### src/rtl/one_cycle_cpu_if.sv
// Host/debug bus of the single-cycle CPU: program load port plus debug views.
interface one_cycle_cpu_if;
   logic [15:0] data_in;
   logic [7:0]  inst_add;
   logic        isntruction_wenable;
   logic [1:0]  reg_address;
   logic        btnLEDS;
   logic [2:0]  Flags;
   logic [7:0]  registro;
   logic [7:0]  LEDS;
   logic        ledsito;

   modport master (
      output data_in, inst_add, isntruction_wenable, reg_address, btnLEDS,
      input  Flags, registro, LEDS, ledsito
   );

   modport slave (
      input  data_in, inst_add, isntruction_wenable, reg_address, btnLEDS,
      output Flags, registro, LEDS, ledsito
   );
endinterface

### src/rtl/one_cycle_cpu.sv
// Single-cycle 8-bit CPU: host-loaded 256x16 instruction memory, 4x8 register
// file, registered N/C/Z flags, one instruction retired per clock.
module one_cycle_cpu (
   input logic          clk,
   input logic          boton,
   one_cycle_cpu_if.slave bus
);
   localparam int unsigned DW         = 8;
   localparam int unsigned IW         = 16;
   localparam int unsigned AW         = 8;
   localparam int unsigned IMEM_DEPTH = 256;
   localparam int unsigned NREGS      = 4;
   localparam int unsigned RW         = 2;
   localparam int unsigned OPW        = 5;

   localparam logic [OPW-1:0] OP_ADD  = 5'b00001;
   localparam logic [OPW-1:0] OP_SUB  = 5'b00010;
   localparam logic [OPW-1:0] OP_AND  = 5'b00011;
   localparam logic [OPW-1:0] OP_OR   = 5'b00100;
   localparam logic [OPW-1:0] OP_XOR  = 5'b00101;
   localparam logic [OPW-1:0] OP_NOT  = 5'b00110;
   localparam logic [OPW-1:0] OP_MOVI = 5'b01001;
   localparam logic [OPW-1:0] OP_ADDI = 5'b01010;
   localparam logic [OPW-1:0] OP_JMP  = 5'b01100;
   localparam logic [OPW-1:0] OP_JZ   = 5'b01101;
   localparam logic [OPW-1:0] OP_JC   = 5'b01110;
   localparam logic [OPW-1:0] OP_HALT = 5'b11111;

   logic [IW-1:0]  imem_q [IMEM_DEPTH];
   logic [DW-1:0]  regs_q [NREGS];
   logic [AW-1:0]  pc_q, pc_d;
   logic           n_q, n_d, c_q, c_d, z_q, z_d;
   logic           halted_q, halted_d;

   logic [IW-1:0]  instr;
   logic [OPW-1:0] op;
   logic [RW-1:0]  rd, rs1, rs2;
   logic [DW-1:0]  imm, opa, opb, opd;
   logic [DW-1:0]  result;
   logic           alu_c;
   logic           wb_en;
   logic           flag_en;

   // Program memory is never reset so a program survives a core reset.
   always_ff @(posedge clk) begin
      if (bus.isntruction_wenable) begin
         imem_q[bus.inst_add] <= bus.data_in;
      end
   end

   always_comb begin
      instr = imem_q[pc_q];
      op    = instr[15:11];
      rd    = instr[10:9];
      rs1   = instr[8:7];
      rs2   = instr[6:5];
      imm   = instr[7:0];
      opa   = regs_q[rs1];
      opb   = regs_q[rs2];
      opd   = regs_q[rd];
   end

   // Decode/execute: next PC, write-back value and flag update for this cycle.
   always_comb begin
      pc_d     = pc_q + AW'(1);
      halted_d = halted_q;
      result   = '0;
      alu_c    = 1'b0;
      wb_en    = 1'b0;
      flag_en  = 1'b0;

      if (bus.isntruction_wenable) begin
         pc_d     = '0;
         halted_d = 1'b0;
      end else if (halted_q) begin
         pc_d = pc_q;
      end else begin
         case (op)
            OP_ADD: begin
               {alu_c, result} = {1'b0, opa} + {1'b0, opb};
               wb_en   = 1'b1;
               flag_en = 1'b1;
            end
            OP_SUB: begin
               result  = opa - opb;
               alu_c   = (opa < opb);
               wb_en   = 1'b1;
               flag_en = 1'b1;
            end
            OP_AND: begin
               result  = opa & opb;
               wb_en   = 1'b1;
               flag_en = 1'b1;
            end
            OP_OR: begin
               result  = opa | opb;
               wb_en   = 1'b1;
               flag_en = 1'b1;
            end
            OP_XOR: begin
               result  = opa ^ opb;
               wb_en   = 1'b1;
               flag_en = 1'b1;
            end
            OP_NOT: begin
               result  = ~opa;
               wb_en   = 1'b1;
               flag_en = 1'b1;
            end
            OP_MOVI: begin
               result = imm;
               wb_en  = 1'b1;
            end
            OP_ADDI: begin
               {alu_c, result} = {1'b0, opd} + {1'b0, imm};
               wb_en   = 1'b1;
               flag_en = 1'b1;
            end
            OP_JMP: pc_d = imm;
            OP_JZ:  if (z_q) pc_d = imm;
            OP_JC:  if (c_q) pc_d = imm;
            OP_HALT: begin
               pc_d     = pc_q;
               halted_d = 1'b1;
            end
            default: ;
         endcase
      end

      n_d = flag_en ? result[DW-1]       : n_q;
      c_d = flag_en ? alu_c              : c_q;
      z_d = flag_en ? (result == DW'(0)) : z_q;
   end

   always_ff @(posedge clk or posedge boton) begin
      if (boton) begin
         pc_q     <= '0;
         n_q      <= 1'b0;
         c_q      <= 1'b0;
         z_q      <= 1'b0;
         halted_q <= 1'b0;
         for (int i = 0; i < NREGS; i++) begin
            regs_q[i] <= '0;
         end
      end else begin
         pc_q     <= pc_d;
         n_q      <= n_d;
         c_q      <= c_d;
         z_q      <= z_d;
         halted_q <= halted_d;
         if (wb_en) begin
            regs_q[rd] <= result;
         end
      end
   end

   // Debug views are combinational so the host sees state without latency.
   assign bus.Flags    = {n_q, c_q, z_q};
   assign bus.registro = regs_q[bus.reg_address];
   assign bus.LEDS     = bus.btnLEDS ? bus.registro : pc_q;
   assign bus.ledsito  = ~boton & ~bus.isntruction_wenable & ~halted_q;

endmodule

### src/flat_wrapper.sv
// flat-port wrapper written by rule: the top's interface ports become plain ports
module one_cycle_cpu_flat 
  (clk, boton, bus_data_in, bus_inst_add, bus_isntruction_wenable, bus_reg_address, bus_btnLEDS, bus_Flags, bus_registro, bus_LEDS, bus_ledsito);
  one_cycle_cpu_if bus_i ();
  input logic clk;
  input logic boton;
  input wire logic [$bits(bus_i.data_in)-1:0] bus_data_in;
  input wire logic [$bits(bus_i.inst_add)-1:0] bus_inst_add;
  input wire logic [$bits(bus_i.isntruction_wenable)-1:0] bus_isntruction_wenable;
  input wire logic [$bits(bus_i.reg_address)-1:0] bus_reg_address;
  input wire logic [$bits(bus_i.btnLEDS)-1:0] bus_btnLEDS;
  output wire logic [$bits(bus_i.Flags)-1:0] bus_Flags;
  output wire logic [$bits(bus_i.registro)-1:0] bus_registro;
  output wire logic [$bits(bus_i.LEDS)-1:0] bus_LEDS;
  output wire logic [$bits(bus_i.ledsito)-1:0] bus_ledsito;
  assign bus_i.data_in = bus_data_in;
  assign bus_i.inst_add = bus_inst_add;
  assign bus_i.isntruction_wenable = bus_isntruction_wenable;
  assign bus_i.reg_address = bus_reg_address;
  assign bus_i.btnLEDS = bus_btnLEDS;
  assign bus_Flags = bus_i.Flags;
  assign bus_registro = bus_i.registro;
  assign bus_LEDS = bus_i.LEDS;
  assign bus_ledsito = bus_i.ledsito;
  one_cycle_cpu u_core (.clk(clk), .boton(boton), .bus(bus_i));
endmodule
### config.mk
export PLATFORM = sky130hd
export DESIGN_NAME = one_cycle_cpu_flat
export DESIGN_NICKNAME = d
export VERILOG_FILES = /design/src/rtl/one_cycle_cpu_if.sv /design/src/rtl/one_cycle_cpu.sv /design/src/flat_wrapper.sv
export SDC_FILE = /design/constraint.sdc
export NUM_CORES = 2
export LEC_CHECK = 0
export CAP_MARGIN = 20
export CORE_ASPECT_RATIO = 1.25
export CORE_MARGIN = 3
export CORE_UTILIZATION = 45
export CTS_CLUSTER_DIAMETER = 120
export CTS_CLUSTER_SIZE = 14
export DETAILED_ROUTE_END_ITERATION = 10
export PLACE_DENSITY = 0.63
export SETUP_SLACK_MARGIN = 0.02
export SYNTH_ARGS = -nofsm -noshare
export SYNTH_HDL_FRONTEND = slang
export SYNTH_SLANG_ARGS = --single-unit
### constraint.sdc
create_clock -name clk -period 8.31 [get_ports clk]
set_clock_uncertainty 0.05 [all_clocks]
set_input_delay 1.662 -clock clk [delete_from_list [all_inputs] [get_ports clk]]
set_output_delay 1.662 -clock clk [all_outputs]
set_load 0.01 [all_outputs]
* Word-level counts from Yosys, hierarchy flattened
Memory sizes are Yosys's and may differ from the RTL's.
Index checks and enable logic that the tools add are counted.
** Word-level totals
- Bits in registers :: 44
- RAM bits :: 4096
- Input port bits :: 30
- Output and inout bits :: 20
- Logic and storage cells :: 90
- Memories :: 1
** Operators by class
- Add/subtract/negate cells :: 4
- Order comparisons :: 6
- Equal/unequal tests :: 14
- Multiplexer cells :: 38
- Bitwise logic cells :: 13
- Reduce and logical (&&, ||, !) cells :: 5
** Memories
- u_core.imem_q :: depth 256, width 16, rd ports 1, clocked after Yosys merged registers in 0, write ports 1, RTL line one_cycle_cpu.sv:29 : logic [IW-1:0] imem_q [IMEM_DEPTH];
** Operator list (count)
- $mux 8 :: 16
- $bmux 8 s2 :: 4
- $pmux 8 s8 :: 1
- $bwmux 32 :: 1
- $pmux 8 s4 :: 1
- $eq 5x4->1 const B :: 5
- $add 8x8->9 :: 2
- $demux 8 s2 :: 1
- $eq 5x3->1 const B :: 3
- $mux 1 :: 13
- $ge 3x3->1 const B :: 4
- $not 2->3 :: 4
- $eq 5x2->1 const B :: 2
- $add 8x1->8 const B :: 1
- $and 8x8->8 :: 1
- $logic_not 8->1 :: 1
- $lt 8x8->1 :: 1
- $not 8->8 :: 1
- $or 8x8->8 :: 1
- $reduce_or 8->1 :: 1
- $sub 8x8->8 :: 1
- $xor 8x8->8 :: 1
- $reduce_or 7->1 :: 1
- $eq 5x1->1 const B :: 1
- other kinds (8) :: 12

* Depth between registers and ports, before layout
An unclocked memory read counts as a cell.
- Depth in word-level cells :: 10
- Depth in mapped cells :: 34
- Gate-level depth less buffers :: 24

* Worst setup path after synthesis
Ideal clock, no wire load.
- Path type :: register to register
- From :: register u_core.pc_q[0]
- To :: register u_core.z_q
- Data arrival time :: 6.527 ns
- Data required time :: 8.193 ns
- Setup slack :: 1.665 ns
- Cell stages (with the launch flop) :: 27
- Path buffers :: 7
- Cells stage by stage :: dfrtp_1 -> buf_6 -> buf_6 -> buf_6 -> buf_6 -> buf_2 -> buf_2 -> mux4_2 -> mux4_2 -> mux4_2 -> mux4_2 -> buf_2 -> mux4_2 -> ha_1 -> fa_1 -> a21oi_1 -> nor2_1 -> nor2_1 -> o21bai_1 -> a21oi_1 -> xnor2_1 -> nand3_1 -> o22ai_1 -> a221oi_2 -> o2111ai_1 -> o41ai_1 -> a32o_1
** Between the ends
- Longest elaborated chain between the ends :: 10
- Elaborated cells between the ends (all ways) :: 36
** Ends and longest elaborated chain
- start: declaration :: RTL line one_cycle_cpu.sv:31 : logic [AW-1:0] pc_q, pc_d;
- start signal: assignment :: RTL line one_cycle_cpu.sv:146 : pc_q <= pc_d;
- $mem_v2 256x16 *
- $not 2->3 (on tied branches) :: RTL line one_cycle_cpu.sv:60, one_cycle_cpu.sv:58, one_cycle_cpu.sv:59
- $bmux 8 s2 (on tied branches) :: RTL line one_cycle_cpu.sv:60, one_cycle_cpu.sv:58, one_cycle_cpu.sv:59
- $mux 8 (on tied branches) (2 in series) :: RTL line one_cycle_cpu.sv:60, one_cycle_cpu.sv:58, one_cycle_cpu.sv:59
- $add 8x8->9 (tied with other cells) :: RTL line one_cycle_cpu.sv:115 : {alu_c, result} = {1'b0, opd} + {1'b0, imm};
- $pmux 8 s8 :: RTL line one_cycle_cpu.sv:78 : case (op)
- $mux 8 :: RTL line one_cycle_cpu.sv:75 : end else if (halted_q) begin
- $mux 8 :: RTL line one_cycle_cpu.sv:72 : if (bus.isntruction_wenable) begin
- $logic_not 8->1 :: RTL line one_cycle_cpu.sv:132 : z_d = flag_en ? (result == DW'(0)) : z_q;
- end signal: assignment :: RTL line one_cycle_cpu.sv:149 : z_q <= z_d;
- end: declaration :: RTL line one_cycle_cpu.sv:32 : logic n_q, n_d, c_q, c_d, z_q, z_d;
Mark *: on every way between the ends. The rest lies on a longest branch, timed or not. The select of a mux whose other input is x is not followed.
A chain may end at the register's enable or synchronous reset.

* Final worst setup path
- From :: register u_core.pc_q[1]
- To :: register u_core.z_q
Same word-level chain as after synthesis.

==> summary.txt <==
Yosys
  – Syn Nets: 7599
  – Avg Cell Area, Syn: 21.6 um^2
  – Largest cells by area after synthesis: edfxtp_1, mux4_2, mux2i_1, nor2_1, dfrtp_1
  – Netlist cell types: 98
  – Commonest register cell after synthesis: edfxtp_1
  – Synth warnings: 0
  – Post-synthesis adder-cell area fraction: 0.266%
  – Post-Synth XOR/XNOR Area: 0.0860%
  – Largest family of logic cells by synthesized area: multiplexers
  – Sequential share of the synthesized area: 76.1%
  – Simple-Gate Fraction of Synth Area: 2.26%
  – Post-synth EDFFs: 4096
  – Post-synthesis mux area share: 16.8%
  – Mapped Cells: 7535
  – Leading area contributor after synthesis: edfxtp_1
  – Compound-Gate Fraction of Synth Area: 2.62%
  – Area share of the largest cell type after synthesis: 75.5%
  – Synth async-reset ratio: 1.06%
  – Cell Area, Synth: 163000 um^2
  – Synth Register Bits: 4140

Clock tree
  – CTS root buf: clkbuf_16
  – Clock-pin transition on the worst setup and hold timing paths: 70 ps
  – CTS Buf Count: 337
  – CTS resizes: 0
  – CTS tree: done
  – Worst skew pair latency: 940 ps
  – Clk buf depth: 4
  – CTS Hold Bufs: 0
  – Post-CTS setup repair buffer count: 0
  – Clk sink count: 4140
  – # H-tree levels: 5

Drt
  – Via count: 84500
  – DR pass1 iterations: 6
  – Post-route antenna net violation count: 0
  – Vias per Instance: 6.57
  – DRT iter0 DRCs: 12300
  – Post-route DRC: 0
  – Mean routed wirelength per cell: 39.0 um
  – Wirelength, routed: 502 mm

Finish
  – Fin cells: 12900
  – Share of cells above drive strength 1: 28.6%
  – Final core occ: 50.5%
  – Nets: 8134
  – Area delta synth->final: 11.4%
  – Filler cells: 28100

Worst setup path
  – Reg-to-Reg End: u_core.z_q$_DFFE_PP0P_
  – Crit path top cell by count: nor2_1
  – CP Launch Type: flip-flop
  – CP Data Required Time: 9110 ps
  – FF-to-FF setup slack: 410 ps
  – Max stage delay on crit path: 1160 ps
  – Crit. End Element: flip-flop
  – Launch point of the worst reg-to-reg path: u_core.pc_q[1]$_DFFE_PP0P_
  – Delay-heaviest family, CP: compound AO/OA/AOI/OAI gates
  – Critical path type: flip-flop to flip-flop
  – CP max stage cell: dfrtp_4
  – Worst path arrival time: 8700 ps
  – Sum of buffers and inverters on the critical path: 4
  – Worst-path fanout max: 53
  – R2R cell count: 27

Global route
  – Number of global-route vias before repair: 82700
  – Initial antenna violation count: 37
  – First-pass GRT wire length: 690 mm
  – Grt ovf: 0
  – Total GRT Usage: 27.0%
  – Pin count of the biggest net entering global routing: 181

Placed design
  – HPWL Detailed: 313 mm
  – Dpl cells: 12400
  – Dpl ws: 663 ps
  – Port-buffer cells: 49
  – RePlAce Congestion: 0.953

Worst hold path
  – Worst hold-check path type: flip-flop to flip-flop
  – Hold path endpoint: u_core.regs_q[9]$_DFFE_PP0P_
  – Hold Path Depth: 1
  – Hold_sp: u_core.regs_q[9]$_DFFE_PP0P_

Floorplan
  – Initial Util: 45.3%
  – Chip width: 544 um
  – Die area: 369000 um^2
  – # IOs: 50
  – Core Footprint: 360000 um^2
  – Row count: 246
  – Die Height: 679 um

Timing
  – Share of the clock period used by the worst path: 95.1%
  – Max Fclk: 127 MHz
  – Worst slew pin tran: 1310 ps
  – Worst slew margin: 11.9%
  – RSZ-0062 raised after global routing: false
  – Final Max Tran Viols: 0
  – Setup TNS: 0 ps
  – Minimum clock period: 7900 ps
  – Final setup viols: 0
  – Final hold viol count: 0
  – Final Worst Setup Slack: 405 ps

Power
  – Pleak: 0.0557 uW
  – Post-layout power: 54100 uW
  – VDD IR-drop max: 278 uV
  – Pwr/cell area: 298 nW/um^2

Job
  – Max Cap Viol: 0

Outcome
  – Status: completed
[layer usage]
metal	wire length, um	part of all wire, %	global-route usage [%]
met5	235	0.047	0
met4	30200	6.0	13.8
met3	50600	10	6.26
met2	240000	48	42.7
met1	182000	36	35.0
[metrics by stage]
step	cell area (um^2)	hold WS, ps
floorplan	163000	401
global route	181000	589
CTS	181000	560
finish	182000	572
detailed placement	172000	542
global placement	172000	553
[synthesized netlist by cell type, types with 12 or more instances]
master     count
o22ai_1       65
a21oi_1      102
nand4_1       17
nor2_1       348
nand2_1      222
nand3_1       56
nor2b_1       33
mux4_1        18
a221oi_1      31
clkbuf_1     118
nor3_1        30
a22oi_1      110
a32oi_1       12
xnor2_1       12
a2111oi_0     13
a31oi_1       28
buf_4        105
a211o_1       12
a22o_1        18
o221ai_1      14
buf_6         51
buf_1         25
edfxtp_1    4096
and3_1        19
buf_2        122
o21ai_0       64
o211ai_1      14
mux2_2        56
inv_1         53
mux2i_1      359
a211oi_1      12
dfrtp_1       44
mux4_2      1010
ha_1          33
[sequential cells by signal, indices dropped and copies added (netlist names)]
name,flops
u_core.imem_q,4096
u_core.regs_q,32
u_core.pc_q,8
u_core.c_q,1
u_core.halted_q,1
u_core.n_q,1
u_core.z_q,1
[cell families after synthesis]
logic type / Yosys count
buf+inv: 488
compound gates: 599
simple gates: 815
flops: 4140
mux: 1443
xor+xnor: 16
fa+ha+maj: 34
[placed cells by master (no fill, tap or decap), types with 32 or more instances in the layout]
| master | n |
|---|---|
| a21oi_1 | 102 |
| a22oi_1 | 110 |
| buf_12 | 44 |
| buf_4 | 523 |
| clkbuf_1 | 32 |
| clkbuf_16 | 344 |
| clkdlybuf4s50_1 | 33 |
| dfrtp_1 | 38 |
| edfxtp_1 | 4096 |
| ha_1 | 33 |
| inv_1 | 49 |
| mux2_2 | 56 |
| mux2i_1 | 359 |
| mux4_2 | 1010 |
| nand2_1 | 222 |
| nand3_1 | 46 |
| nor2_1 | 114 |
| nor2_2 | 219 |
| o21ai_0 | 63 |
| o22ai_1 | 65 |
[report_power, final]
group | leakage (uW) | switching (uW) | internal [uW]
Combinational | 0.0140 | 9920 | 6440
Sequential | 0.0374 | 324 | 23100
Clock | 0.00437 | 7000 | 7410
Total | 0.0557 | 17200 | 36900
[worst max-delay path by stage]
stage | start | endpoint | cells after the start
finish | u_core.pc_q[1]$_DFFE_PP0P_ | u_core.z_q$_DFFE_PP0P_ | 27
global route | u_core.pc_q[1]$_DFFE_PP0P_ | u_core.z_q$_DFFE_PP0P_ | 25
CTS | u_core.pc_q[0]$_DFFE_PP0P_ | u_core.z_q$_DFFE_PP0P_ | 27
detailed placement | u_core.pc_q[0]$_DFFE_PP0P_ | u_core.z_q$_DFFE_PP0P_ | 27
global placement | u_core.pc_q[1]$_DFFE_PP0P_ | u_core.z_q$_DFFE_PP0P_ | 27
floorplan | u_core.pc_q[0]$_DFFE_PP0P_ | u_core.z_q$_DFFE_PP0P_ | 26
[layout make-up]
class / instances / area (um^2) / share of cell area (%)
Antenna cell: 31 / 77.6 / 0.0427
Clock buffer: 376 / 8730 / 4.81
Multi-Input combinational cell: 2907 / 36800 / 20.2
Clock inverter: 13 / 195 / 0.108
Tap cell: 4712 / 5900 / 3.25
Timing Repair Buffer: 629 / 5560 / 3.06
Sequential cell: 4140 / 124000 / 68.4
Inverter: 55 / 216 / 0.119
Note: power is estimated with default switching activity, not from simulation.
